## src/rtl/comparator_sched_pkg.sv

```systemverilog
// Shared types and constants for the round-robin comparator scheduler.
package comparator_sched_pkg;

    localparam int unsigned CMP_WIDTH = 32;

    typedef enum logic [1:0] {
        IDLE = 2'd0,
        CMP  = 2'd1,
        RESP = 2'd2
    } state_e;

    // ID tag width; at least one bit so a tag port always exists.
    function automatic int unsigned calc_id_w(input int unsigned n);
        return (n > 1) ? $clog2(n) : 1;
    endfunction

endpackage

```

## src/rtl/comparator_32_bit.sv

```systemverilog
// Unsigned 32-bit magnitude comparator: exactly one of eq/gt/lt is set.
module comparator_32_bit
    import comparator_sched_pkg::*;
(
    input  logic [CMP_WIDTH-1:0] a_i,
    input  logic [CMP_WIDTH-1:0] b_i,
    output logic                 eq_o,
    output logic                 gt_o,
    output logic                 lt_o
);

    assign eq_o = (a_i == b_i);
    assign gt_o = (a_i >  b_i);
    assign lt_o = (a_i <  b_i);

endmodule

```

## src/rtl/rr_arbiter.sv

```systemverilog
// Round-robin arbiter: one-hot grant to the first request at or after ptr_i.
module rr_arbiter #(
    parameter int unsigned NUM_REQ = 4,
    parameter int unsigned ID_W    = 2
) (
    input  logic [NUM_REQ-1:0] req_i,
    input  logic [ID_W-1:0]    ptr_i,
    output logic [NUM_REQ-1:0] grant_c_o
);

    int unsigned     idx;
    logic [ID_W-1:0] sel;
    logic            found;

    always_comb begin
        grant_c_o = '0;
        found     = 1'b0;
        idx       = 0;
        sel       = '0;
        for (int unsigned k = 0; k < NUM_REQ; k++) begin
            idx = 32'(ptr_i) + k;
            if (idx >= NUM_REQ) begin
                idx = idx - NUM_REQ;
            end
            sel = ID_W'(idx);
            if (!found && req_i[sel]) begin
                grant_c_o[sel] = 1'b1;
                found          = 1'b1;
            end
        end
    end

endmodule

```

## src/rtl/comparator_rr_scheduler.sv

```systemverilog
// Shares one 32-bit comparator among NUM_REQ requesters via round-robin
// arbitration; results come back tagged with the requester ID.
module comparator_rr_scheduler
    import comparator_sched_pkg::*;
#(
    parameter int unsigned NUM_REQ = 4,
    parameter int unsigned WIDTH   = CMP_WIDTH,
    parameter int unsigned ID_W    = calc_id_w(NUM_REQ)
) (
    input  logic                     clk,
    input  logic                     rst_n,
    input  logic [NUM_REQ-1:0]       req_valid,
    input  logic [NUM_REQ*WIDTH-1:0] req_a,
    input  logic [NUM_REQ*WIDTH-1:0] req_b,
    output logic [NUM_REQ-1:0]       req_ready,
    output logic                     rsp_valid,
    input  logic                     rsp_ready,
    output logic [ID_W-1:0]          rsp_id,
    output logic                     rsp_eq,
    output logic                     rsp_gt,
    output logic                     rsp_lt,
    output logic                     busy
);

    state_e            state_q, state_d;
    logic [ID_W-1:0]   rr_ptr_q, rr_ptr_d;
    logic [ID_W-1:0]   id_q, id_d;
    logic [WIDTH-1:0]  op_a_q, op_a_d;
    logic [WIDTH-1:0]  op_b_q, op_b_d;
    logic              eq_q, eq_d, gt_q, gt_d, lt_q, lt_d;

    logic [NUM_REQ-1:0] grant;
    logic [ID_W-1:0]    win_id;
    logic [WIDTH-1:0]   win_a, win_b;
    logic               cmp_eq, cmp_gt, cmp_lt;

    rr_arbiter #(
        .NUM_REQ (NUM_REQ),
        .ID_W    (ID_W)
    ) u_arb (
        .req_i     (req_valid),
        .ptr_i     (rr_ptr_q),
        .grant_c_o (grant)
    );

    comparator_32_bit u_cmp (
        .a_i  (op_a_q),
        .b_i  (op_b_q),
        .eq_o (cmp_eq),
        .gt_o (cmp_gt),
        .lt_o (cmp_lt)
    );

    // Encode the one-hot grant and select the winner's operands.
    always_comb begin
        win_id = '0;
        win_a  = '0;
        win_b  = '0;
        for (int unsigned i = 0; i < NUM_REQ; i++) begin
            if (grant[i]) begin
                win_id = ID_W'(i);
                win_a  = req_a[i*WIDTH +: WIDTH];
                win_b  = req_b[i*WIDTH +: WIDTH];
            end
        end
    end

    always_comb begin
        state_d   = state_q;
        rr_ptr_d  = rr_ptr_q;
        id_d      = id_q;
        op_a_d    = op_a_q;
        op_b_d    = op_b_q;
        eq_d      = eq_q;
        gt_d      = gt_q;
        lt_d      = lt_q;
        req_ready = '0;
        unique case (state_q)
            IDLE: begin
                // Grant is withheld while reset is asserted.
                req_ready = rst_n ? grant : '0;
                if (|grant) begin
                    op_a_d   = win_a;
                    op_b_d   = win_b;
                    id_d     = win_id;
                    rr_ptr_d = (win_id == ID_W'(NUM_REQ - 1)) ? '0 : win_id + ID_W'(1);
                    state_d  = CMP;
                end
            end
            CMP: begin
                eq_d    = cmp_eq;
                gt_d    = cmp_gt;
                lt_d    = cmp_lt;
                state_d = RESP;
            end
            RESP: begin
                if (rsp_ready) begin
                    state_d = IDLE;
                end
            end
            default: state_d = IDLE;
        endcase
    end

    always_ff @(posedge clk or negedge rst_n) begin
        if (!rst_n) begin
            state_q  <= IDLE;
            rr_ptr_q <= '0;
            id_q     <= '0;
            op_a_q   <= '0;
            op_b_q   <= '0;
            eq_q     <= 1'b0;
            gt_q     <= 1'b0;
            lt_q     <= 1'b0;
        end else begin
            state_q  <= state_d;
            rr_ptr_q <= rr_ptr_d;
            id_q     <= id_d;
            op_a_q   <= op_a_d;
            op_b_q   <= op_b_d;
            eq_q     <= eq_d;
            gt_q     <= gt_d;
            lt_q     <= lt_d;
        end
    end

    assign rsp_valid = (state_q == RESP);
    assign busy      = (state_q != IDLE);
    assign rsp_id    = id_q;
    assign rsp_eq    = eq_q;
    assign rsp_gt    = gt_q;
    assign rsp_lt    = lt_q;

endmodule

```

## config.mk

```make
export PLATFORM = sky130hd
export DESIGN_NAME = comparator_rr_scheduler
export DESIGN_NICKNAME = d
export VERILOG_FILES = /design/src/rtl/comparator_sched_pkg.sv /design/src/rtl/comparator_32_bit.sv /design/src/rtl/rr_arbiter.sv /design/src/rtl/comparator_rr_scheduler.sv
export SDC_FILE = /design/constraint.sdc
export NUM_CORES = 1
export LEC_CHECK = 0
export BUFFER_PORTS_ARGS = -buffer_cell sky130_fd_sc_hd__buf_2
export CAP_MARGIN = 20
export CORE_ASPECT_RATIO = 1.4
export CORE_MARGIN = 2
export CORE_UTILIZATION = 25
export DETAILED_ROUTE_END_ITERATION = 16
export GPL_ROUTABILITY_DRIVEN = 0
export GPL_TIMING_DRIVEN = 1
export PLACE_DENSITY = 0.58
export SLEW_MARGIN = 20
export SYNTH_ARGS = -nofsm -noshare
export SYNTH_HDL_FRONTEND = slang
export SYNTH_SLANG_ARGS = --single-unit
```

## constraint.sdc

```tcl
create_clock -name clk -period 3.79 [get_ports clk]
set_input_delay 0.758 -clock clk [delete_from_list [all_inputs] [get_ports clk]]
set_output_delay 0.758 -clock clk [all_outputs]
set_load 0.01 [all_outputs]
```

=== After elaboration in Yosys (flattened, before gate mapping) ===
Cells that the tools add are included.

* Output and inout bits: 11
* Flip-flop bits (word level): 73

* Bitwise operators: 3
* Order comparisons: 14
* Reductions and logical operators: 15
* Equality and inequality tests: 6
* Mux-type cells: 44
* Add/sub/neg operators: 8

{| class="wikitable"
|+ Operators with widths
! operator !! count
|-
| 2-to-1 mux 32 bit || 8
|-
| == test 32 bit || 1
|-
| greater-than comparator 32 bit || 1
|-
| < comparator 32 bit || 1
|-
| 2-to-1 mux 4 bit || 6
|-
| 2-to-1 mux 2 bit || 9
|-
| < comparator 2 x 3 -> 1 bit (second input constant) || 4
|-
| 2-to-1 mux 1 bit || 12
|-
| OR 4 bit || 3
|-
| >= comparator 3 bit (second input constant) || 3
|-
| binary-select mux 1 bit (select 2 bit) || 4
|-
| demux 1 bit (select 2 bit) || 4
|-
| >= comparator 2 x 1 -> 1 bit (second input constant) || 4
|-
| subtractor 2 x 1 -> 2 bit (second input constant) || 4
|-
| logical AND 1 bit || 7
|-
| adder 2 x 2 -> 3 bit (second input constant) || 2
|-
| case mux 2 bit (3 select lines) || 1
|-
| == test 2 bit (second input constant) || 2
|-
| AND reduction 2 bit || 2
|-
| OR reduction 4 bit || 1
|-
| adder 2 x 1 -> 3 bit (second input constant) || 1
|-
| >= comparator 2 x 3 -> 1 bit (second input constant) || 1
|-
| zero test 1 bit || 3
|-
| adder 2 x 1 -> 2 bit (second input constant) || 1
|-
| other kinds (5) || 5
|}

=== Longest topological paths before layout ===
Gate-level depths: netlist of run 1.

* Depth after elaboration: 19
* Mapped depth: 13
* Depth with buffers taken out: 10

=== Cells and area by module ===
From an unflattened synthesis of run 1, not the netlist that was laid out.

* Cell total of the unflattened synthesis: 761
* Area, all modules: 6058.3 µm²

{| class="wikitable"
|+ Modules (own cells, without submodules)
! module !! area each (µm²) !! times used !! cells an instance
|-
| comparator_rr_scheduler || 4904.7 || 1 || 617
|-
| comparator_32_bit || 850.8 || 1 || 114
|-
| rr_arbiter || 302.8 || 1 || 30
|}

=== Worst setup path before layout of run 1 ===
OpenSTA, ideal clock, no wires.

* Path type: register to output
* Start point: reg rr_ptr_q[0]
* End point: out req_ready[0]
* Stages on the path, launching flop included: 9
* Data arrival time: 2798 ps
* Path slack: 234 ps
* Path through: dfrtp_1 -> buf_2 -> inv_1 -> ha_1 -> mux4_2 -> nor4b_2 -> a221o_1 -> clkbuf_1 -> nor2b_1

* Word-level cells in the longest chain between the ends: 16

{| class="wikitable"
|+ Ends and longest elaborated chain
! item !! line !! text
|-
| from (decl) || comparator_rr_scheduler.sv:26 || <nowiki>logic [ID_W-1:0] rr_ptr_q, rr_ptr_d;</nowiki>
|-
| from (signal assigned) || comparator_rr_scheduler.sv:117 || <nowiki>rr_ptr_q <= rr_ptr_d;</nowiki>
|-
| branches (longest 13 deep; another with adder 2 x 1 -> 3 bit) || n/a ||
|-
| 2-to-1 mux 4 bit * || rr_arbiter.sv:26 || <nowiki>if (!found && req_i[sel]) begin</nowiki>
|-
| 2-to-1 mux 4 bit * || comparator_rr_scheduler.sv:81 || <nowiki>req_ready = rst_n ? grant : '0;</nowiki>
|-
| 2-to-1 mux 4 bit * || comparator_rr_scheduler.sv:78 || <nowiki>unique case (state_q)</nowiki>
|-
| to (decl) || comparator_rr_scheduler.sv:15 || <nowiki>output logic [NUM_REQ-1:0] req_ready,</nowiki>
|}

Mark *: on every way between the ends. The select of a mux whose other input is x is not followed.

=== Worst setup path in the final report of run 1 ===
* Start point: reg rr_ptr_q[0]
* End point: out req_ready[2]

The elaborated chain is that of the path after synthesis.

==> metrics.md, run 1 <==
| Metric | Value |
|---|---|
| RSZ-0062 raised after global routing | `no` |
| Comb power frac | `0.736` |
| Port bufs | `273` |
| Hold Path Class | `in2async` |
| Status | `complete, no violations` |
| Skew-Pair Late Insertion Delay | `0.34 ns` |
| Clock Skew | `0.0107 ns` |
| Final setup TNS | `0 ns` |
| Leak Pwr | `0.00389 uW` |
| Net Count, Synth | `908` |
| Main synth FF type | `dfrtp_1` |
| I/O Pins | `274` |
| Post-Syn Area per Cell | `8.69 um^2` |
| CTS root buffer | `clkbuf_16` |
| Placed cells | `1109` |
| Gate count of the mapped netlist | `606` |
| Crit start category | `flip-flop` |
| Total GRT Usage | `0.174` |
| CP Capture Type | `output port` |
| Max-slew violation count | `0` |
| Yosys cell types | `40` |
| Synth Register Bits | `73` |
| Antenna violations before repair | `3` |
| Crit path required time | `3.03 ns` |
| Hold_buf cts | `0` |
| Post-Syn Area | `0.00527 mm^2` |
| Crit Path Max Fanout | `18` |
| Clock Power Share | `0.096` |
| Worst-margin pin slew | `0.633 ns` |
| Largest net degree at the start of global routing | `66` |
| Count of flip-flops with a built-in enable after synthesis | `0` |
| Endpoints failing hold | `0` |
| Core ar. | `0.0206 mm^2` |
| Reg2reg setup slack | `0.22 ns` |
| Sw Ratio | `0.478` |
| Clk sinks | `73` |
| Row count | `62` |
| Endpoints failing setup | `0` |
| Minimum clock period | `3.68 ns` |
| Final Instance Count excl. Fillers | `1131` |
| Starting DRT DRC Count | `185` |
| Slew HR | `0.577` |
| DRC errors left | `0` |
| Nets | `1170` |
| Hpwl dp | `15500 um` |
| Inserted Clock Buffers | `9` |
| CP arrival | `2.92 ns` |
| Die Ht | `176 um` |
| Area grow syn2layout | `39.3%` |
| Peak VDD IR | `0.000515 V` |
| Vias | `5734` |
| Capture point of the worst reg-to-reg path | `op_b_q[1]` |
| Clk buf depth | `2` |
| Clock slew at reported path FFs | `0.06 ns` |
| Initial core utilization | `0.255` |
| Detail Route Antenna Nets | `0` |
| Fmax | `0.272 GHz` |
| Power Dens Cells | `1120 mW/mm^2` |
| Worst R2R Start | `rr_ptr_q[0]` |
| Share of layout cells above drive strength 1 | `0.385` |
| Crit Path Class | `reg2out` |
| Chip width | `127 um` |
| R2R depth | `12` |
| Max_cap viols | `0` |
| Number of global-route vias before repair | `5897` |
| H-tree depth | `3` |
| Yosys warnings | `0` |
| Seq pwr share | `0.168` |
| Wire length of the first global-routing pass | `30300 um` |
| Overflow after GRT | `0` |
| Net Sw Power | `3920 uW` |
| Tcrit/Tclk final | `0.970` |
| Routed WL per cell | `17.5 um` |
| DRT Pass-1 Iters | `4` |
| Vias per cell | `5.07` |
| CTS tree | `done` |
| Post-synth ARST share | `1.00` |
| Routed wire length | `19800 um` |
| Seq/Total Area, Yosys | `0.347` |
| Die area | `0.0223 mm^2` |
| P_int | `4280 uW` |
worst max-delay path, stage by stage, from the launching register on:
cell and delay (ns):
dfrtp_1 0.34, inv_1 0.10, ha_1 0.35, mux4_2 0.59, buf_4 0.18, nand2_1 0.06
o21ai_0 0.13, a221oi_2 0.35, buf_4 0.29, nor2_1 0.06, buf_2 0.13
through the flow:
step                      worst slack, ns  total power (uW)  hold WS (ns)  utilization  cell area, um^2
final                               0.115              8190         0.385        0.356             7340
after global routing              0.00522              9020         0.415        0.356             7340
after CTS                          0.0248              8220         0.389        0.353             7280
after detailed placement           0.0746              7370         0.461        0.339             7000
after global placement             0.0997              7290         0.455        0.339             7000
after floorplan                     0.234              5610         0.456            -             5270
synth_stat cells, types with 2 or more instances:
master,count,area share
a221oi_1,58,0.096
a21o_1,67,0.095
a31o_2,8,0.013
nand2b_1,2,0.0024
o21ai_1,15,0.014
nand4_1,7,0.0083
buf_2,19,0.018
o22ai_1,27,0.032
nor2b_1,3,0.0036
ha_1,39,0.093
o21ai_0,93,0.088
clkbuf_1,30,0.021
inv_1,37,0.026
nor3_1,3,0.0028
a21oi_1,17,0.016
nand3_1,9,0.0085
a32o_1,2,0.0038
dfrtp_1,73,0.35
nor2_1,14,0.010
a22oi_1,5,0.0071
a221o_1,2,0.0038
o21a_1,4,0.0057
nand2_1,52,0.037
mux4_2,4,0.017
placed cells by master, fill, tap and decap left out, types with 2 or more instances in the layout:
cell,count
o21ai_1,15
ha_1,39
buf_2,272
nand3_1,9
a31o_2,8
diode_2,2
mux4_2,4
nor2b_1,3
o21a_1,4
a32o_1,2
buf_12,4
inv_1,37
nand2b_1,2
nand4_1,7
a22oi_1,5
nand2_1,52
o21ai_0,93
o22ai_1,27
buf_4,24
nor3_1,3
a21o_1,67
a221o_2,2
a21oi_1,17
dfrtp_1,73
clkbuf_16,9
clkbuf_1,4
a221oi_1,56
nor2_1,13
layout make-up:
cell class	count	area, um^2
timing repair buffer	302	1660
inverter	38	143
fill	2215	13300
tap	256	320
sequential	73	1830
antenna	2	5.00
multi-input combinational	444	3120
clock buffer	14	254
clock inverter	2	13.8
sequential cells by signal (all words and copies together), names as in the netlist:
register and flops:
op_a_q 32, op_b_q 32, rr_ptr_q 2, rsp_id 2, state_q 2, rsp_eq 1, rsp_gt 1, rsp_lt 1
logic make-up (layout without fill, tap and decap cells):
kind of cell	count (synthesis)	in the layout	synth area share
buffers and inverters	89	356	0.0701
AO/OA/AOI/OAI	304	304	0.389
adder cells (fa/ha/maj)	39	39	0.0926
flip-flops	73	73	0.347
multiplexers	4	4	0.0171
other	0	2	0
AND/OR/NAND/NOR	97	97	0.0841
worst max-delay path by stage:
stage	startpoint	end	slack, ns	cells after the start
finish	rr_ptr_q[0]	req_ready[2]	0.11	10
global route	rr_ptr_q[0]	req_ready[2]	0.005	10
CTS	rr_ptr_q[0]	req_ready[0]	0.02	9
detailed placement	req_valid[3]	op_b_q[9]	0.07	9
global placement	req_valid[0]	op_a_q[11]	0.1	9
floorplan	rr_ptr_q[0]	req_ready[0]	0.23	8
per-layer routing:
layer	routed length, um	up-vias	track usage
met5	13	-	0
met4	668	2	0.0760
met3	1090	46	0.0396
met2	10200	212	0.317
met1	7870	2646	0.194
li1	-	2828	-
power by group through the flow:
stage,Clock [uW],Sequential [uW],Combinational [uW]
final,786,1380,6030
after global routing,840,1420,6760
after CTS,816,1390,6020
after detailed placement,0,1400,5970
after global placement,0,1400,5900
after floorplan,0,1340,4260
what timing repair did:
| action | CTS | global route |
|---|---|---|
| setup endpoints to repair | 1 | 1 |
| endpoints found under the hold margin | 0 | 0 |
| buffers inserted | 0 | 3 |
| pin swaps | 0 | 1 |
| gates resized for setup | 2 | 0 |
Power figures use the tool's default switching activity.
==> run 2: changes to the inputs <==
--- a/config.mk
+++ b/config.mk
@@ -5,6 +5,8 @@
 export SDC_FILE = /design/constraint.sdc
 export NUM_CORES = 1
 export LEC_CHECK = 0
+export ABC_AREA = 1
+export ABC_CLOCK_PERIOD_IN_PS = 3790
 export BUFFER_PORTS_ARGS = -buffer_cell sky130_fd_sc_hd__buf_2
 export CAP_MARGIN = 20
 export CORE_ASPECT_RATIO = 1.4
@@ -13,7 +15,7 @@
 export DETAILED_ROUTE_END_ITERATION = 16
 export GPL_ROUTABILITY_DRIVEN = 0
 export GPL_TIMING_DRIVEN = 1
-export PLACE_DENSITY = 0.58
+export PLACE_DENSITY = 0.57
 export SLEW_MARGIN = 20
 export SYNTH_ARGS = -nofsm -noshare
 export SYNTH_HDL_FRONTEND = slang
==> metrics.md, run 2 <==
| Metric | Value |
|---|---|
| H-tree depth | `3 (unchanged)` |
| Top delay family on crit path | `simple AND/OR/NAND/NOR gates` |
| Routed wire length | `21900 um (+11%)` |
| Peak VDD IR | `0.000932 V (+81%)` |
| Register area | `0.00183 mm^2 (unchanged)` |
| Commonest non-fill, non-tap cell in the layout | `buf_2` |
| CP arrival | `2.76 ns (-0.16 ns)` |
| Power Dens Cells | `1170 mW/mm^2 (+5.1%)` |
| Most frequent cells in the layout | `buf_2 (272), nand2_1 (268), nor2_1 (150)` |
| Synth top cells by count | `nand2_1 (268), nor2_1 (150), nand3_1 (139), a21oi_1 (83), dfrtp_1 (73)` |
| Setup Fix Bufs, Post-CTS | `0 (unchanged)` |
| Chip width | `137 um (+8.2%)` |
| Area grow syn2layout | `30.7%` |
| Max-slew violation count | `0 (unchanged)` |
| Slew HR | `0.362 (-0.215)` |
| Max Used Layer | `met4` |
| Fill cell count | `2734 (+23%)` |
| CP Capture Type | `output port` |
| Crit path required time | `3.03 ns (about the same)` |
| Count leader, synth | `nand2_1` |
| Leak Pwr | `0.00443 uW (+14%)` |
| DRC errors left | `0 (unchanged)` |
| Cell mode on critical path | `nand2_1` |
| Largest net degree at the start of global routing | `98 (+48%)` |
| CP Buf/Inv Count | `4 (unchanged)` |
| Final setup TNS | `0 ns (unchanged)` |
| Critical Path Stages | `12 (+2)` |
| Yosys warnings | `0 (unchanged)` |
| Starting DRT DRC Count | `265 (+43%)` |
| Resize count post-CTS | `0 (-2)` |
| Minimum clock period | `3.52 ns (-0.153 ns)` |
| Seq/Total Area, Yosys | `0.295 (-0.0520)` |
| Clock slew at reported path FFs | `0.06 ns (about the same)` |
| CTS root buffer | `clkbuf_16` |
| Top Registers | `op_a_q (32), op_b_q (32)` |
| Core ar. | `0.0245 mm^2 (+19%)` |
| Clk buf depth | `2 (unchanged)` |
| Status | `complete, no violations` |
| Post-Syn Area | `0.00620 mm^2 (+18%)` |
| Post-synth ARST share | `1.00 (unchanged)` |
| Post-Route M1 WL | `8910 um (+13%)` |
| Row count | `68 (+9.7%)` |
| Inserted Clock Buffers | `9 (unchanged)` |
| Number of global-route vias before repair | `6905 (+17%)` |
| Main synth FF type | `dfrtp_1` |
| Die area | `0.0261 mm^2 (+17%)` |
| Cell types occupying the most area after synthesis | `dfrtp_1 (29%), nand2_1 (16%), nand3_1 (11%)` |
| Hpwl dp | `16800 um (+8.7%)` |
| Tcrit/Tclk final | `0.929 (-0.0403)` |
| Endpoints failing setup | `0 (unchanged)` |
| Yosys cell types | `34 (-15%)` |
| Met3 WL post-DR | `1050 um (-3.6%)` |
| Post-Syn Area per Cell | `6.53 um^2 (-25%)` |
| Area leader, netlist | `dfrtp_1` |
| Die Ht | `190 um (+8.3%)` |
| Multi-input logic area | `0.00377 mm^2 (+21%)` |
| Synth Register Bits | `73 (unchanged)` |
| Top-area cell type share of the netlist area | `0.295 (-0.0520)` |
| Net Count, Synth | `1251 (+38%)` |
| Skew-Pair Late Insertion Delay | `0.34 ns (about the same)` |
| Count of flip-flops with a built-in enable after synthesis | `0 (unchanged)` |
| Critical Path, Cell by Cell | `inv_4 > ha_1 > inv_1 > nand3_1 > nand2_1 > nand2_2 > nor2_4 > nand2_1 > nand3b_4 > inv_2 > nor2_1 > buf_2` |
| Seq pwr share | `0.148 (-0.020)` |
| Reg2reg setup slack | `0.54 ns (+0.32 ns)` |
| Port bufs | `273 (unchanged)` |
| Max_cap viols | `0 (unchanged)` |
| P_int | `4240 uW (-0.98%)` |
| Clock Power Share | `0.106 (+0.010)` |
| I/O Pins | `274 (unchanged)` |
| Wire length of the first global-routing pass | `33400 um (+10%)` |
| Endpoints failing hold | `0 (unchanged)` |
| Hold Path Class | `in2async` |
| Vias | `6950 (+21%)` |
| Clk sinks | `73 (unchanged)` |
| Slowest CP cell | `dfrtp_1` |
| Clock Skew | `0.00831 ns (-0.00237 ns)` |
| Crit Path Class | `reg2out` |
| Detail Route Antenna Nets | `0 (unchanged)` |
| Post-route cell area | `0.00810 mm^2 (+10%)` |
| Crit Path Max Fanout | `31 (+13)` |
| Initial core utilization | `0.253 (-0.00237)` |
| RSZ-0062 raised after global routing | `no` |
| Fmax | `0.284 GHz (+4.3%)` |
| Sw Ratio | `0.554 (+0.0765)` |
| Net Sw Power | `5270 uW (+35%)` |
| CTS tree | `done` |
| Nets | `1494 (+28%)` |
| DRT Pass-1 Iters | `4 (unchanged)` |
| R2R depth | `15 (+3)` |
| Crit start category | `flip-flop` |
| Routed WL per cell | `14.5 um (-17%)` |
| Met2 wire len | `11300 um (+11%)` |
| Comb power frac | `0.746 (+0.010)` |
| Cell Area, Placed | `0.00774 mm^2 (+11%)` |
| Share of layout cells above drive strength 1 | `0.287 (-0.0975)` |
| Vias per cell | `4.58 (-9.6%)` |
| Worst-margin pin slew | `0.957 ns (+0.324 ns)` |
| Overflow after GRT | `0 (unchanged)` |
| Gate count of the mapped netlist | `949 (+57%)` |
| Max incr delay on CP | `0.58 ns (about the same)` |
| Total GRT Usage | `0.164 (-0.0104)` |
| Hold_buf cts | `0 (unchanged)` |
| Antenna violations before repair | `4 (+1)` |
## run 2: cell count changes after synthesis, moves of 14 or more
cell / before / now
nand3_1: 9 / 139
o21ai_0: 93 / 34
a21o_1: 67 / 0
clkbuf_1: 30 / 6
a21oi_1: 17 / 83
o21ai_1: 15 / 1
a221oi_1: 58 / 1
o22ai_1: 27 / 0
nand2_1: 52 / 268
inv_1: 37 / 57
nor2_1: 14 / 150
## run 2: layout make-up
class                           instances  share of cell area
Multi-Input combinational cell        758               0.465
Sequential cell                        73               0.225
Timing Repair Buffer                  286               0.186
Antenna cell                            4             0.00124
Tap cell                              315              0.0486
Inverter                               64              0.0300
Clock buffer                           10              0.0295
Clock inverter                          6              0.0142
## run 2: through the flow
step,utilization,cells,hold slack (ns),setup slack [ns],total power (uW)
global placement,0.316,1496,0.462,0.699,8540
detailed placement,0.316,1496,0.466,0.577,8630
floorplan,-,949,0.455,0.853,6980
CTS,0.330,1512,0.207,0.242,9690
global route,0.331,1516,0.211,0.00773,10600
finish,0.331,1516,0.219,0.268,9510
## run 2: path summary, 6_finish.rpt
check                             from           end
hold reg to reg                 rsp_gt        rsp_gt
min in group clk                rsp_gt        rsp_gt
setup / recovery           rr_ptr_q[0]  req_ready[3]
max in group asynchronous        rst_n     op_b_q[9]
setup reg to reg           rr_ptr_q[0]    op_b_q[19]
hold / removal                   rst_n   rr_ptr_q[0]
## run 2: kinds of logic (layout without fill, tap and decap cells)
group                    count (synthesis)  after routing  synth area share
buffers and inverters                  118            366            0.0967
AND/OR/NAND/NOR                        588            588             0.416
other                                    0              4                 0
flip-flops                              73             73             0.295
AO/OA/AOI/OAI                          131            131             0.114
adder cells (fa/ha/maj)                 39             39            0.0787
## run 2: worst register-to-register path, cell delays in order (launching register included)
cell,delay (ns)
dfrtp_1,0.58
inv_4,0.14
ha_1,0.36
inv_1,0.08
nand3_1,0.08
nand2_1,0.12
nand3_1,0.10
nand2_1,0.07
nand3b_4,0.44
nor2_8,0.30
nand2_2,0.09
nand2_4,0.08
buf_12,0.27
nor2_1,0.27
nand2_1,0.08
o21ai_0,0.07
## run 2: metal layers
metal | GRT usage | vias to the layer above
li1 | - | 3569
met4 | 0.0714 | 0
met3 | 0.0202 | 34
met5 | 0 | -
met1 | 0.185 | 3149
met2 | 0.304 | 198
## run 2: power by group through the flow
stage	registers (uW)	logic (uW)	clock network, uW
after floorplan	1360	5620	0
after global placement	1410	7120	0
after detailed placement	1420	7210	0
after CTS	1410	7230	1040
after global routing	1440	8090	1070
final	1410	7090	1010
==> run 3: changes to the inputs <==
--- a/config.mk
+++ b/config.mk
@@ -15,7 +15,8 @@
 export DETAILED_ROUTE_END_ITERATION = 16
 export GPL_ROUTABILITY_DRIVEN = 0
 export GPL_TIMING_DRIVEN = 1
-export PLACE_DENSITY = 0.57
+export PLACE_DENSITY = 0.53
+export RECOVER_POWER = 100
 export SLEW_MARGIN = 20
 export SYNTH_ARGS = -nofsm -noshare
 export SYNTH_HDL_FRONTEND = slang
==> metrics.md, run 3 (synthesized netlist as in run 2, its figures left out) <==
| Metric | Value |
|---|---|
| Top Registers | `op_a_q (32), op_b_q (32)` |
| Finished Core Util | `0.328 (-0.00281)` |
| Endpoints failing hold | `0 (unchanged)` |
| Total GRT Usage | `0.167 (+0.00348)` |
| Hold slack final | `0.292 ns (+0.0727 ns)` |
| Nets | `1495 (+0.067%)` |
| Die area | `0.0261 mm^2 (unchanged)` |
| Routed WL per cell | `14.6 um (+1.2%)` |
| Tcrit/Tclk final | `0.934 (+0.00441)` |
| Hold Path Class | `in2async` |
| Detail Route Antenna Nets | `0 (unchanged)` |
| Endpoints failing setup | `0 (unchanged)` |
| Largest net degree at the start of global routing | `98 (unchanged)` |
| Max-slew violation count | `36 (+36)` |
| Hpwl dp | `17000 um (+1.2%)` |
| Total power | `9320 uW (-2.0%)` |
| Initial core utilization | `0.253 (unchanged)` |
| Clock Skew | `0.00874 ns (+0.000433 ns)` |
| Clk sinks | `73 (unchanged)` |
| Starting DRT DRC Count | `264 (-0.38%)` |
| Area grow syn2layout | `29.6%` |
| CP arrival | `2.78 ns (+0.02 ns)` |
| Port bufs | `273 (unchanged)` |
| Vias | `6935 (-0.22%)` |
| H-tree depth | `3 (unchanged)` |
| Crit start category | `flip-flop` |
| Max_cap viols | `1 (+1)` |
| Slew HR | `-0.332 (-0.693)` |
| Final setup TNS | `0 ns (unchanged)` |
| Crit path required time | `3.03 ns (about the same)` |
| Hold_buf cts | `0 (unchanged)` |
| Fmax | `0.283 GHz (-0.47%)` |
| RSZ-0062 raised after global routing | `no` |
| Setup Fix Bufs, Post-CTS | `0 (unchanged)` |
| Most frequent cells in the layout | `nand2_1 (268), buf_2 (265), nor2_1 (151)` |
| Peak VDD IR | `0.000713 V (-24%)` |
| Failing checks | `max-capacitance violations, max-slew violations` |
| Clock slew at reported path FFs | `0.06 ns (about the same)` |
| Routed wire length | `22200 um (+1.2%)` |
| Power Dens Cells | `1160 mW/mm^2 (-1.1%)` |
| Overflow after GRT | `0 (unchanged)` |
| Crit Path Max Fanout | `30 (-3.2%)` |
| Skew-Pair Late Insertion Delay | `0.34 ns (about the same)` |
| Commonest non-fill, non-tap cell in the layout | `nand2_1` |
| Slowest CP cell | `dfrtp_1` |
| Vias per cell | `4.57 (-0.28%)` |
| Worst-margin pin slew | `2.00 ns (+1.04 ns)` |
| Cell mode on critical path | `nand2_1` |
| I/O Pins | `274 (unchanged)` |
| CTS root buffer | `clkbuf_16` |
| CP Capture Type | `output port` |
| Crit Path Class | `reg2out` |
| Die Ht | `190 um (unchanged)` |
| Minimum clock period | `3.54 ns (+0.0167 ns)` |
| DRC errors left | `0 (unchanged)` |
| Antenna violations before repair | `4 (unchanged)` |
| Status | `complete, but fails checks` |
| Row count | `68 (unchanged)` |
| Core ar. | `0.0245 mm^2 (unchanged)` |
| CTS tree | `done` |
| Leak Pwr | `0.00438 uW (-1.1%)` |
| Number of global-route vias before repair | `6812 (-1.3%)` |
| Wire length of the first global-routing pass | `34100 um (+1.9%)` |
| Resize count post-CTS | `0 (unchanged)` |
| Inserted Clock Buffers | `9 (unchanged)` |
| DRT Pass-1 Iters | `4 (unchanged)` |
| Share of layout cells above drive strength 1 | `0.273 (-0.0144)` |
| Clk buf depth | `2 (unchanged)` |
| Critical Path, Cell by Cell | `inv_4 > ha_1 > inv_1 > nand3_1 > nand2_1 > nand2_2 > nor2_4 > nand2_1 > nand3b_4 > inv_2 > nor2_1 > buf_2` |
| Chip width | `137 um (unchanged)` |
| Max incr delay on CP | `0.58 ns (about the same)` |
run 3: final cells by class:
| class | instances | area (um^2) |
|---|---|---|
| inverter | 64 | 243 |
| multi-input combinational | 758 | 3740 |
| fill | 2774 | 16500 |
| timing repair buffer | 287 | 1480 |
| sequential | 73 | 1830 |
| clock inverter | 5 | 86.3 |
| tap | 315 | 394 |
| clock buffer | 11 | 253 |
| antenna | 4 | 10.0 |
run 3: power breakdown:
group          switching, uW  total [uW]  internal [uW]
Clock                    347         964            617
Combinational           4650        6950           2300
Sequential               203        1400           1200
Total                   5200        9320           4120
run 3: worst paths after layout:
kind | to | depth (start not counted) | startpoint | slack [ns]
worst max-delay path | req_ready[3] | 12 | rr_ptr_q[0] | 0.25
worst min-delay path | rr_ptr_q[0] | 1 | rst_n | 0.29
min in group clk | rsp_id[0] | 2 | rsp_id[0] | 0.49
max in group asynchronous | op_a_q[8] | 3 | rst_n | 0.63
worst max register to register | op_b_q[20] | 16 | rr_ptr_q[1] | 0.34
worst min register to register | rsp_id[0] | 2 | rsp_id[0] | 0.49
run 3: critical path: cells and delay by family, from the launching register on:
kind          cells  cell delay [ns]
simple gates      7             1.01
fa+ha+maj         1             0.37
flops             1             0.58
buf+inv           4             0.47
run 3: metrics by stage:
| step | worst slack (ns) | instances | area (um^2) |
|---|---|---|---|
| global route | 0.00969 | 1517 | 8040 |
| finish | 0.251 | 1517 | 8040 |
| CTS | 0.218 | 1513 | 8090 |
| floorplan | 0.853 | 949 | 6200 |
| global placement | 0.597 | 1497 | 7750 |
| detailed placement | 0.524 | 1497 | 7750 |
run 3: routing by layer:
metal  up-vias  track usage  routed length (um)
li1       3566            -                   -
met1      3140        0.195                9210
met2       201        0.304               11300
met3        28       0.0279                1100
met4         0       0.0591                 583
met5         -            0                   0
